**src/rtl/sram_scanout_pkg.sv**
```systemverilog
// Shared types for the SRAM framebuffer scanout engine: SRAM strobe encodings,
// scanout FSM states and the RGB565 -> RGB888 expansion.
package sram_scanout_pkg;

  typedef struct packed {
    logic oe_n;
    logic we_n;
    logic ce_n;
  } sram_ctrl_t;

  localparam sram_ctrl_t SRAM_IDLE = '{oe_n: 1'b1, we_n: 1'b1, ce_n: 1'b1};
  localparam sram_ctrl_t SRAM_READ = '{oe_n: 1'b0, we_n: 1'b1, ce_n: 1'b0};

  typedef enum logic [1:0] {
    WAIT   = 2'd0,
    IDLE   = 2'd1,
    ACTIVE = 2'd2,
    DRAIN  = 2'd3
  } scan_state_t;

  // Replicate the top bits into the new LSBs so full scale maps to full scale.
  function automatic logic [23:0] rgb565_to_rgb888(input logic [15:0] w);
    return {w[15:11], w[15:13], w[10:5], w[10:9], w[4:0], w[4:2]};
  endfunction

endpackage

```
**src/rtl/scanout_skid_fifo.sv**
```systemverilog
// Small register FIFO that absorbs SRAM reads still in flight when the
// downstream pixel FIFO stalls. Depth need not be a power of two.
module scanout_skid_fifo #(
  parameter  int DEPTH = 3,
  parameter  int WIDTH = 16,
  localparam int CNT_W = $clog2(DEPTH + 1),
  localparam int PTR_W = (DEPTH > 1) ? $clog2(DEPTH) : 1
) (
  input  logic             clk,
  input  logic             areset_n,
  input  logic             push,
  input  logic             pop,
  input  logic [WIDTH-1:0] din,
  output logic [WIDTH-1:0] dout,
  output logic             empty,
  output logic [CNT_W-1:0] free_count
);

  logic [WIDTH-1:0] mem_q [DEPTH];
  logic [PTR_W-1:0] wr_ptr_q, wr_ptr_d;
  logic [PTR_W-1:0] rd_ptr_q, rd_ptr_d;
  logic [CNT_W-1:0] count_q, count_d;
  logic             do_push, do_pop;

  assign empty      = (count_q == '0);
  assign free_count = CNT_W'(DEPTH) - count_q;
  assign dout       = mem_q[rd_ptr_q];

  // NOTE: every variable gets a default at the top of always_comb so no path
  // leaves it unassigned, which would otherwise infer a latch.
  always_comb begin
    wr_ptr_d = wr_ptr_q;
    rd_ptr_d = rd_ptr_q;
    count_d  = count_q;
    do_pop   = pop && !empty;
    do_push  = push && ((count_q != CNT_W'(DEPTH)) || do_pop);
    if (do_push) begin
      wr_ptr_d = (wr_ptr_q == PTR_W'(DEPTH - 1)) ? '0 : wr_ptr_q + 1'b1;
    end
    if (do_pop) begin
      rd_ptr_d = (rd_ptr_q == PTR_W'(DEPTH - 1)) ? '0 : rd_ptr_q + 1'b1;
    end
    case ({do_push, do_pop})
      2'b10:   count_d = count_q + 1'b1;
      2'b01:   count_d = count_q - 1'b1;
      default: count_d = count_q;
    endcase
  end

  // NOTE: non-blocking assignments in clocked blocks so every flop samples
  // pre-edge values regardless of statement order.
  always_ff @(posedge clk or negedge areset_n) begin
    if (!areset_n) begin
      wr_ptr_q <= '0;
      rd_ptr_q <= '0;
      count_q  <= '0;
    end else begin
      wr_ptr_q <= wr_ptr_d;
      rd_ptr_q <= rd_ptr_d;
      count_q  <= count_d;
    end
  end

  // NOTE: storage is deliberately not reset; the reset pointers and count
  // already mark it empty, and leaving it out keeps it as plain registers.
  always_ff @(posedge clk) begin
    if (do_push) begin
      mem_q[wr_ptr_q] <= din;
    end
  end

endmodule

```
**src/rtl/sram_frame_scanout.sv**
```systemverilog
// Framebuffer scanout: walks an H_ACTIVE x V_ACTIVE window of 16-bit SRAM and
// writes RGB888 pixels to the video FIFO. Define SRAM_FRAME_SCANOUT_PATTERN_EN
// to replace SRAM reads with a synthetic {x[4:0], y[5:0], x[9:5]} test pattern.
module sram_frame_scanout
  import sram_scanout_pkg::*;
#(
  parameter int H_ACTIVE        = 800,
  parameter int V_ACTIVE        = 480,
  parameter int STRIDE          = 800,
  parameter int ADDR_W          = 20,
  parameter int READ_LATENCY    = 1,
  parameter int POST_RESET_WAIT = 15
) (
  input  logic              clk,
  input  logic              areset_n,
  input  logic              frame_start,
  input  logic [ADDR_W-1:0] frame_base,
  output logic              busy,
  output logic              overrun,
  output logic [23:0]       fifo_data,
  output logic              fifo_wrreq,
  input  logic              fifo_wrfull,
  output logic [ADDR_W-1:0] sram_addr,
  inout  wire  [15:0]       sram_dq,
  output logic              sram_oe_n,
  output logic              sram_we_n,
  output logic              sram_ce_n
);

  localparam int X_W        = (H_ACTIVE > 1) ? $clog2(H_ACTIVE) : 1;
  localparam int Y_W        = (V_ACTIVE > 1) ? $clog2(V_ACTIVE) : 1;
  localparam int SKID_DEPTH = READ_LATENCY + 2;
  localparam int CNT_W      = $clog2(SKID_DEPTH + 1);
  localparam int WAIT_W     = (POST_RESET_WAIT > 1) ? $clog2(POST_RESET_WAIT) : 1;

  scan_state_t              state_q, state_d;
  logic [WAIT_W-1:0]        wait_cnt_q, wait_cnt_d;
  logic [X_W-1:0]           x_q, x_d;
  logic [Y_W-1:0]           y_q, y_d;
  logic [ADDR_W-1:0]        pix_addr_q, pix_addr_d;
  logic [ADDR_W-1:0]        line_addr_q, line_addr_d;
  logic                     busy_q, busy_d;
  logic                     overrun_q, overrun_d;
  logic [ADDR_W-1:0]        sram_addr_q, sram_addr_d;
  sram_ctrl_t               ctrl_q, ctrl_d;
  logic [READ_LATENCY-1:0]  tok_q, tok_d;
  logic [23:0]              fifo_data_q, fifo_data_d;
  logic                     fifo_wrreq_q, fifo_wrreq_d;

  logic                     issue;
  logic [X_W-1:0]           cur_x;
  logic [Y_W-1:0]           cur_y;
  logic [ADDR_W-1:0]        cur_pix, cur_line;
  logic                     skid_pop, skid_empty;
  logic [CNT_W-1:0]         skid_free;
  logic [15:0]              skid_din, skid_dout;

  assign sram_dq = 16'hzzzz;

  always_comb begin
    state_d     = state_q;
    wait_cnt_d  = wait_cnt_q;
    x_d         = x_q;
    y_d         = y_q;
    pix_addr_d  = pix_addr_q;
    line_addr_d = line_addr_q;
    busy_d      = busy_q;
    overrun_d   = overrun_q;
    issue       = 1'b0;
    cur_x       = x_q;
    cur_y       = y_q;
    cur_pix     = pix_addr_q;
    cur_line    = line_addr_q;

    unique case (state_q)
      WAIT: begin
        if (int'(wait_cnt_q) >= POST_RESET_WAIT - 1) state_d = IDLE;
        else wait_cnt_d = wait_cnt_q + 1'b1;
      end
      IDLE: begin
        // The first read goes out straight from IDLE so it lands one cycle
        // after frame_start.
        if (frame_start) begin
          busy_d   = 1'b1;
          cur_x    = '0;
          cur_y    = '0;
          cur_pix  = frame_base;
          cur_line = frame_base;
          issue    = 1'b1;
        end
      end
      // A read is only launched when the skid is guaranteed room for it and
      // every read already in flight, so a stall can never drop data.
      ACTIVE: issue = (int'(skid_free) > $countones(tok_q));
      DRAIN: begin
        if (tok_q == '0 && skid_empty) begin
          busy_d  = 1'b0;
          state_d = IDLE;
        end
      end
      default: state_d = WAIT;
    endcase

    if (busy_q && frame_start) overrun_d = 1'b1;

    if (issue) begin
      if (cur_x == X_W'(H_ACTIVE - 1)) begin
        x_d         = '0;
        y_d         = cur_y + 1'b1;
        line_addr_d = cur_line + ADDR_W'(STRIDE);
        pix_addr_d  = cur_line + ADDR_W'(STRIDE);
        state_d     = (cur_y == Y_W'(V_ACTIVE - 1)) ? DRAIN : ACTIVE;
      end else begin
        x_d         = cur_x + 1'b1;
        y_d         = cur_y;
        line_addr_d = cur_line;
        pix_addr_d  = cur_pix + 1'b1;
        state_d     = ACTIVE;
      end
    end

    tok_d[0] = issue;
    for (int i = 1; i < READ_LATENCY; i++) tok_d[i] = tok_q[i-1];

`ifdef SRAM_FRAME_SCANOUT_PATTERN_EN
    ctrl_d      = SRAM_IDLE;
    sram_addr_d = '0;
`else
    ctrl_d      = issue ? SRAM_READ : SRAM_IDLE;
    sram_addr_d = issue ? cur_pix : '0;
`endif

    skid_pop     = !skid_empty && !fifo_wrfull;
    fifo_wrreq_d = skid_pop;
    fifo_data_d  = skid_pop ? rgb565_to_rgb888(skid_dout) : fifo_data_q;
  end

`ifdef SRAM_FRAME_SCANOUT_PATTERN_EN
  logic [15:0] pat_q [READ_LATENCY];
  logic [15:0] pat_d [READ_LATENCY];
  logic [9:0]  pat_x, pat_y;

  always_comb begin
    pat_x    = 10'(cur_x);
    pat_y    = 10'(cur_y);
    pat_d[0] = {pat_x[4:0], pat_y[5:0], pat_x[9:5]};
    for (int i = 1; i < READ_LATENCY; i++) pat_d[i] = pat_q[i-1];
  end

  always_ff @(posedge clk) begin
    pat_q <= pat_d;
  end

  assign skid_din = pat_q[READ_LATENCY-1];
`else
  assign skid_din = sram_dq;
`endif

  always_ff @(posedge clk or negedge areset_n) begin
    if (!areset_n) begin
      state_q      <= WAIT;
      wait_cnt_q   <= '0;
      x_q          <= '0;
      y_q          <= '0;
      pix_addr_q   <= '0;
      line_addr_q  <= '0;
      busy_q       <= 1'b0;
      overrun_q    <= 1'b0;
      sram_addr_q  <= '0;
      ctrl_q       <= SRAM_IDLE;
      tok_q        <= '0;
      fifo_data_q  <= '0;
      fifo_wrreq_q <= 1'b0;
    end else begin
      state_q      <= state_d;
      wait_cnt_q   <= wait_cnt_d;
      x_q          <= x_d;
      y_q          <= y_d;
      pix_addr_q   <= pix_addr_d;
      line_addr_q  <= line_addr_d;
      busy_q       <= busy_d;
      overrun_q    <= overrun_d;
      sram_addr_q  <= sram_addr_d;
      ctrl_q       <= ctrl_d;
      tok_q        <= tok_d;
      fifo_data_q  <= fifo_data_d;
      fifo_wrreq_q <= fifo_wrreq_d;
    end
  end

  // The oldest token marks the edge where its read data is valid on sram_dq.
  scanout_skid_fifo #(
    .DEPTH (SKID_DEPTH),
    .WIDTH (16)
  ) u_skid (
    .clk        (clk),
    .areset_n   (areset_n),
    .push       (tok_q[READ_LATENCY-1]),
    .pop        (skid_pop),
    .din        (skid_din),
    .dout       (skid_dout),
    .empty      (skid_empty),
    .free_count (skid_free)
  );

  assign busy       = busy_q;
  assign overrun    = overrun_q;
  assign fifo_data  = fifo_data_q;
  assign fifo_wrreq = fifo_wrreq_q;
  assign sram_addr  = sram_addr_q;
  assign sram_oe_n  = ctrl_q.oe_n;
  assign sram_we_n  = ctrl_q.we_n;
  assign sram_ce_n  = ctrl_q.ce_n;

endmodule
```
**config.mk**
```make
export PLATFORM = sky130hd
export DESIGN_NAME = sram_frame_scanout
export DESIGN_NICKNAME = d
export VERILOG_FILES = /design/src/rtl/sram_scanout_pkg.sv /design/src/rtl/scanout_skid_fifo.sv /design/src/rtl/sram_frame_scanout.sv
export SDC_FILE = /design/constraint.sdc
export NUM_CORES = 1
export LEC_CHECK = 0
export CORE_ASPECT_RATIO = 0.5
export CORE_MARGIN = 2
export CORE_UTILIZATION = 37
export DETAILED_ROUTE_END_ITERATION = 7
export GPL_ROUTABILITY_DRIVEN = 0
export GPL_TIMING_DRIVEN = 0
export PLACE_DENSITY_LB_ADDON = 0.15
export SETUP_SLACK_MARGIN = 0.1
export SYNTH_ARGS = -nofsm -noshare
export SYNTH_HDL_FRONTEND = slang
export SYNTH_HIERARCHICAL = 1
export SYNTH_SLANG_ARGS = --single-unit
```
**constraint.sdc**
```tcl
create_clock -name clk -period 5.58 [get_ports clk]
set_input_delay 1.116 -clock clk [delete_from_list [all_inputs] [get_ports clk]]
set_output_delay 1.116 -clock clk [all_outputs]
set_load 0.01 [all_outputs]
```
==> impl_metrics.json, run 1 <==
{
  "outcome": "completed",
  "numCtsBuffers": 17,
  "insertion_delay_ns": 0.44,
  "ff2ff_setup_slack_ns": 0.80,
  "synth_seq_area_share_pct": 51.9,
  "preCtsSetupSlack_ns": -0.393,
  "start_util_pct": 37.7,
  "rsz0062_at_grt": "no",
  "io_buffer_count": 72,
  "syn_area_um2": 8180,
  "yosysTopAreaCellShare_pct": 34.0,
  "hold_class": "flip-flop to flip-flop",
  "grt_pass1_vias": 6352,
  "avgSynthCellArea_um2": 10.4,
  "min_path_cells": 1,
  "layout_min_cycle_time_ns": 5.25,
  "cts_buffer_depth": 2,
  "skew_ns": 0.00798,
  "drv_slew": 0,
  "reg2regPathDepth": 16,
  "drive_above_1_share_pct": 12.9,
  "hp-start": "overrun",
  "clk_pin_slew_ns": 0.06,
  "crit_fanout": 10,
  "final_antenna_net_count": 0,
  "finalSetupViolCount": 0,
  "hpwl_um": 15900,
  "path_cells": "clkdlybuf4s50_1, buf_2, nand2_1, buf_4, buf_4, buf_2, clkbuf_2, and2_1, ha_1, nand4_1, or4_4, buf_6, buf_1, o31ai_1, o22a_1",
  "syn_inst": 790,
  "start_kind": "primary input",
  "drt_iter0_drc": 642,
  "critPathCaptureType": "flip-flop",
  "max_stage_delay_ns": 0.60,
  "dp_cells": 1228,
  "vdd_ir_drop_max_uv": 241,
  "finalHoldViolCount": 0,
  "drc": 0,
  "tightest_slew_ns": 0.862,
  "finalCritPeriodShare_pct": 94.0,
  "rows": 38,
  "cts_sinks": 160,
  "slew_headroom_pct": 42.3,
  "rr_startpoint": "state_q[1]",
  "hold_path_end": "overrun",
  "final_util_pct": 47.0,
  "synth-edff-count": 48,
  "whs_ns": 0.468,
  "core_area_um2": 21700,
  "crit_type": "primary input to flip-flop",
  "multi_input_area_um2": 3730,
  "cp.required_ns": 5.95,
  "fp.dieH_um": 109,
  "final_cells": 1260,
  "ys.flop_type": "dfrtp_1",
  "antennaDiodeCount": 0,
  "cts-htree-levels": 4,
  "grt_max_degree": 95,
  "vias": 6674,
  "routed_wl_um": 23400,
  "nFillCells": 2072,
  "yosysTopAreaCell": "dfrtp_1",
  "antenna_found_initial": 0,
  "arrival_ns": 5.62,
  "final_area_um2": 10200,
  "rr_endpoint": "line_addr_q[18]",
  "cts_root_buffer": "clkbuf_16",
  "wire_per_inst_um": 18.5,
  "die_w_um": 214,
  "yosysWarnings": 6,
  "layout_common_cells": "dfrtp_1 (111), nand2_1 (80), clkdlybuf4s50_1 (71)",
  "finalWorstSetupSlack_ns": 0.333,
  "final_common_cell": "dfrtp_1",
  "power.leakage_uw": 0.00428,
  "regArea_um2": 4250,
  "syn2layout_area_growth_pct": 24.5,
  "ys_seq_elements": 160,
  "grt_pass1_wl_um": 36600,
  "grt_usage_pct": 20.8,
  "max_cap_violations": 0,
  "die-area_um2": 23400,
  "synthTopCellsByArea": "dfrtp_1 (34%), edfxtp_1 (18%), o21ai_0 (4.2%)",
  "cts_tree": "done",
  "placed_cell_area_um2": 9580,
  "nets": 983,
  "synthArstFlopShare_pct": 70.0,
  "ioPinCount": 90,
  "cp_slowest_cell": "or4_4",
  "via_per_inst": 5.30,
  "grt_overflow": 0,
  "cts_setup_buffers": 0,
  "netlist-cell-type-count": 76,
  "cts_hold_buf": 0,
  "drt_first_pass_iters": 5,
  "powerDensity_nw_per_um2": 447,
  "clock.fmax_mhz": 191
}
==> final cells by class <==
class / instances / area share, %
Clock inverter: 14 / 1.63
Buffer: 72 / 4.10
Clock buffer: 18 / 4.21
Inverter: 11 / 0.406
Timing Repair Buffer: 75 / 7.62
Sequential cell: 160 / 41.7
Tap cell: 300 / 3.69
Multi-Input combinational cell: 610 / 36.6
==> worst max path at each step <==
stage                            to  depth (start not counted)   startpoint
floorplan           line_addr_q[16]                         13  frame_start
global placement     pix_addr_q[18]                          1     areset_n
detailed placement       state_q[0]                         14  frame_start
CTS                  pix_addr_q[18]                         15  frame_start
global route         pix_addr_q[18]                         15  frame_start
finish              line_addr_q[18]                         15  frame_start
==> through the flow <==
step,power [uW],TNS (ns)
final,4550,0
after global routing,4830,0
after CTS,4590,0
after detailed placement,3370,-6.75
after global placement,3310,-154.24
after floorplan,2660,0
==> power breakdown <==
part | internal, uW | switching (uW) | total [uW]
Sequential | 1530 | 148 | 1680
Combinational | 713 | 951 | 1660
Clock | 704 | 506 | 1210
==> flip-flops by register name, summed over array words and instances (netlist names) <==
signal	count
sram_ce_n	1
sram_addr	20
u_skid/mem_q	48
y_q	9
state_q	2
u_skid/wr_ptr_q	2
overrun	1
line_addr_q	20
fifo_wrreq	1
u_skid/count_q	2
x_q	10
tok_q	1
wait_cnt_q	4
busy	1
u_skid/rd_ptr_q	2
pix_addr_q	20
fifo_data	16
==> cells in the mapped netlist (7+ instances only) <==
library cell / n
mux2_2: 21
buf_4: 31
a21o_1: 10
nand2_1: 80
xnor2_1: 16
mux2i_1: 21
and2_1: 8
clkbuf_1: 17
xor2_1: 15
dfrtp_1: 111
a31oi_1: 7
nand4_1: 16
and3_1: 24
inv_1: 9
o21ai_0: 69
edfxtp_1: 48
o22a_1: 9
nor2_1: 57
ha_1: 12
buf_1: 7
nand3_1: 17
a21oi_1: 56
buf_2: 14
==> timing repair <==
action	4_1_cts	5_1_grt
gates resized for setup	1	4
endpoints found under the setup margin	3	26
cloned	0	0
endpoints found under the hold margin	0	0
==> cell families after synthesis <==
family	Yosys count	synth area share [%]
AOI/OAI and AO/OA	208	16.0
xor gates and xnor gates	31	3.32
adders and majority gates	12	1.84
buffers and inverters	83	5.57
DFF	160	51.9
muxes	44	5.83
other	2	0.0918
and+or+nand+nor	250	15.5
==> worst max-delay path, delay by kind of cell <==
family                   cells  cell delay, ns
adder cells (fa/ha/maj)      1            0.24
buffers and inverters        8            2.31
AND/OR/NAND/NOR              4            1.20
AO/OA/AOI/OAI                2            0.71
==> per-layer routing <==
layer | up-vias | track usage [%] | wire [um]
met3 | 36 | 4.99 | 1940
met4 | 0 | 7.79 | 433
met2 | 300 | 32.2 | 10400
met5 | - | 0 | 0
met1 | 3253 | 28.6 | 10600
li1 | 3085 | - | -
(Power assumes the default switching activity.)
==> run 2: changes to the inputs <==
--- a/config.mk
+++ b/config.mk
@@ -11,7 +11,6 @@
 export DETAILED_ROUTE_END_ITERATION = 7
 export GPL_ROUTABILITY_DRIVEN = 0
 export GPL_TIMING_DRIVEN = 0
-export PLACE_DENSITY_LB_ADDON = 0.15
 export SETUP_SLACK_MARGIN = 0.1
 export SYNTH_ARGS = -nofsm -noshare
 export SYNTH_HDL_FRONTEND = slang
==> run 2 against run 1 <==
  * First-iteration DRC count fell by 1.7%
  * Worst hold slack got worse by 0.012 ns
  * Maximum frequency fell by 1.4%
  * Combinational power barely moved
  * Via count rose by 0.42%
==> impl_metrics.json, run 2 (synthesis results as in run 1) <==
{
  "drc": 0,
  "rsz0062_at_grt": "no",
  "p_switching_uw": 1580,
  "hold_class": "flip-flop to flip-flop",
  "slew_headroom_pct": 43.1,
  "crit_family": "buffers and inverters",
  "finalSetupViolCount": 0,
  "cts_setup_buffers": 0,
  "fp.dieH_um": 109,
  "grt_usage_pct": 19.9,
  "wire_per_inst_um": 17.9,
  "multi_input_area_um2": 3730,
  "antennaDiodeCount": 0,
  "die_w_um": 214,
  "crit_type": "primary input to flip-flop",
  "grt_overflow": 0,
  "rows": 38,
  "vias": 6702,
  "drt_first_pass_iters": 6,
  "final_antenna_net_count": 0,
  "clkPwrFrac_pct": 26.5,
  "routed_wl_um": 22600,
  "regArea_um2": 4250,
  "numCtsBuffers": 17,
  "arrival_ns": 5.69,
  "grt_max_degree": 63,
  "skew_ns": 0.00930,
  "clk_pin_slew_ns": 0.06,
  "crit_fanout": 10,
  "critPathBufInv": 5,
  "via_per_inst": 5.32,
  "ioPinCount": 90,
  "outcome": "completed",
  "syn2layout_area_growth_pct": 24.4,
  "io_buffer_count": 72,
  "layout_min_cycle_time_ns": 5.32,
  "insertion_delay_ns": 0.43,
  "final_util_pct": 46.9,
  "largest_reg_flops": 48,
  "nets": 983,
  "max_flop_register": "u_skid/mem_q",
  "vdd_ir_drop_max_uv": 183,
  "clock.fmax_mhz": 188,
  "core_area_um2": 21700,
  "rr_endpoint": "pix_addr_q[18]",
  "cp_slowest_cell": "buf_1",
  "start_util_pct": 37.7,
  "pwr-share-comb_pct": 36.6,
  "finalCritPeriodShare_pct": 95.4,
  "finalHoldViolCount": 0,
  "crit_start": "frame_start",
  "cts_root_buffer": "clkbuf_16",
  "critPathCaptureType": "flip-flop",
  "power.leakage_uw": 0.00425,
  "reg2regPathDepth": 15,
  "rr_startpoint": "state_q[1]",
  "max_cap_violations": 0,
  "cts_buffer_depth": 2,
  "seq_power_share_pct": 36.9,
  "layout_common_cells": "dfrtp_1 (111), nand2_1 (80), clkdlybuf4s50_1 (71)",
  "switching_share_pct": 34.9,
  "drt_iter0_drc": 631,
  "ff2ff_setup_slack_ns": 0.73,
  "final_common_cell": "dfrtp_1",
  "nFillCells": 2047,
  "cts-htree-levels": 4,
  "p_int_uw": 2950,
  "path_cells": "clkdlybuf4s50_1, and2_1, clkbuf_1, clkbuf_1, buf_1, nand2_1, nand2_1, ha_1, o221ai_2, or4b_1, buf_2, nor4_2, mux2i_1, o22a_1",
  "powerDensity_nw_per_um2": 446,
  "drive_above_1_share_pct": 12.7,
  "drv_slew": 0,
  "cts_sinks": 160,
  "cts_tree": "done",
  "path_depth": 14,
  "tightest_slew_ns": 0.849,
  "grt_pass1_wl_um": 35500,
  "max_stage_delay_ns": 0.62,
  "finalSetupTns_ns": 0,
  "start_kind": "primary input",
  "cp.required_ns": 5.95,
  "hpwl_um": 15800,
  "grt_pass1_vias": 6399,
  "endpoint": "pix_addr_q[18]",
  "die-area_um2": 23400,
  "antenna_found_initial": 0
}
## run 2: changes by cell type in the layout (fill, tap and decap cells not counted)
cell and change:
clkinv_2 -1, buf_6 +1, clkbuf_1 +2, clkinv_4 -3
buf_1 +1, clkinv_1 -1, clkbuf_8 +1, buf_8 -1
inv_8 -1, inv_6 -1, clkinvlp_4 +4, clkbuf_2 -1
## run 2: power by group through the flow
stage,clock network (uW),registers [uW],logic (uW)
after floorplan,0,1720,934
after global placement,0,1690,1610
after detailed placement,0,1700,1660
after CTS,1230,1680,1660
after global routing,1270,1710,1800
final,1200,1670,1660
## run 2: final cells by class
class | count | area share, %
plain buffers | 72 | 4.10
clock buffers | 21 | 4.43
clock inverters | 11 | 1.39
inverters | 11 | 0.406
multi-input cells | 610 | 36.7
flip-flops and latches | 160 | 41.7
well taps | 300 | 3.69
repair buffers | 75 | 7.59
## run 2: worst min-delay path by stage
stage	startpoint	end	cells past startpoint
after floorplan	wait_cnt_q[3]	wait_cnt_q[3]	1
after global placement	overrun	overrun	1
after detailed placement	overrun	overrun	1
after CTS	overrun	overrun	1
after global routing	overrun	overrun	1
final	overrun	overrun	1
## run 2: layer usage
layer	vias to the layer above	global-route usage [%]	wire [um]
met2	242	32.7	10400
met5	-	0	0
met4	0	7.64	474
li1	3097	-	-
met3	39	4.85	1490
met1	3324	25.7	10200
## run 2: what timing repair did
item | 4_1_cts | 5_1_grt
resized for setup | 1 | 3
gates cloned | 0 | 0
setup endpoints to repair | 20 | 27
hold buffers | 0 | 0
pin swaps | 0 | 0
## run 2: stage by stage
stage	instance area [um^2]	cells	total power (uW)	hold WS (ns)	worst slack [ns]
after global routing	10200	1260	4790	0.481	0.159
after floorplan	8420	853	2660	0.437	1.39
after global placement	9510	1225	3300	0.447	-1.28
after CTS	10200	1260	4570	0.462	0.182
after detailed placement	9570	1228	3360	0.448	-0.590
final	10200	1260	4530	0.456	0.259
## run 2: worst reg2reg max path, cell delays in order, from the launching register on
cell,delay [ns]
dfrtp_1,0.40
inv_1,0.10
ha_1,0.24
and2_1,0.32
clkbuf_1,0.57
clkbuf_1,0.51
buf_1,0.62
nand2_1,0.20
nand2_1,0.11
ha_1,0.23
o221ai_2,0.17
or4b_1,0.53
buf_2,0.21
nor4_2,0.22
mux2i_1,0.23
o22a_1,0.13
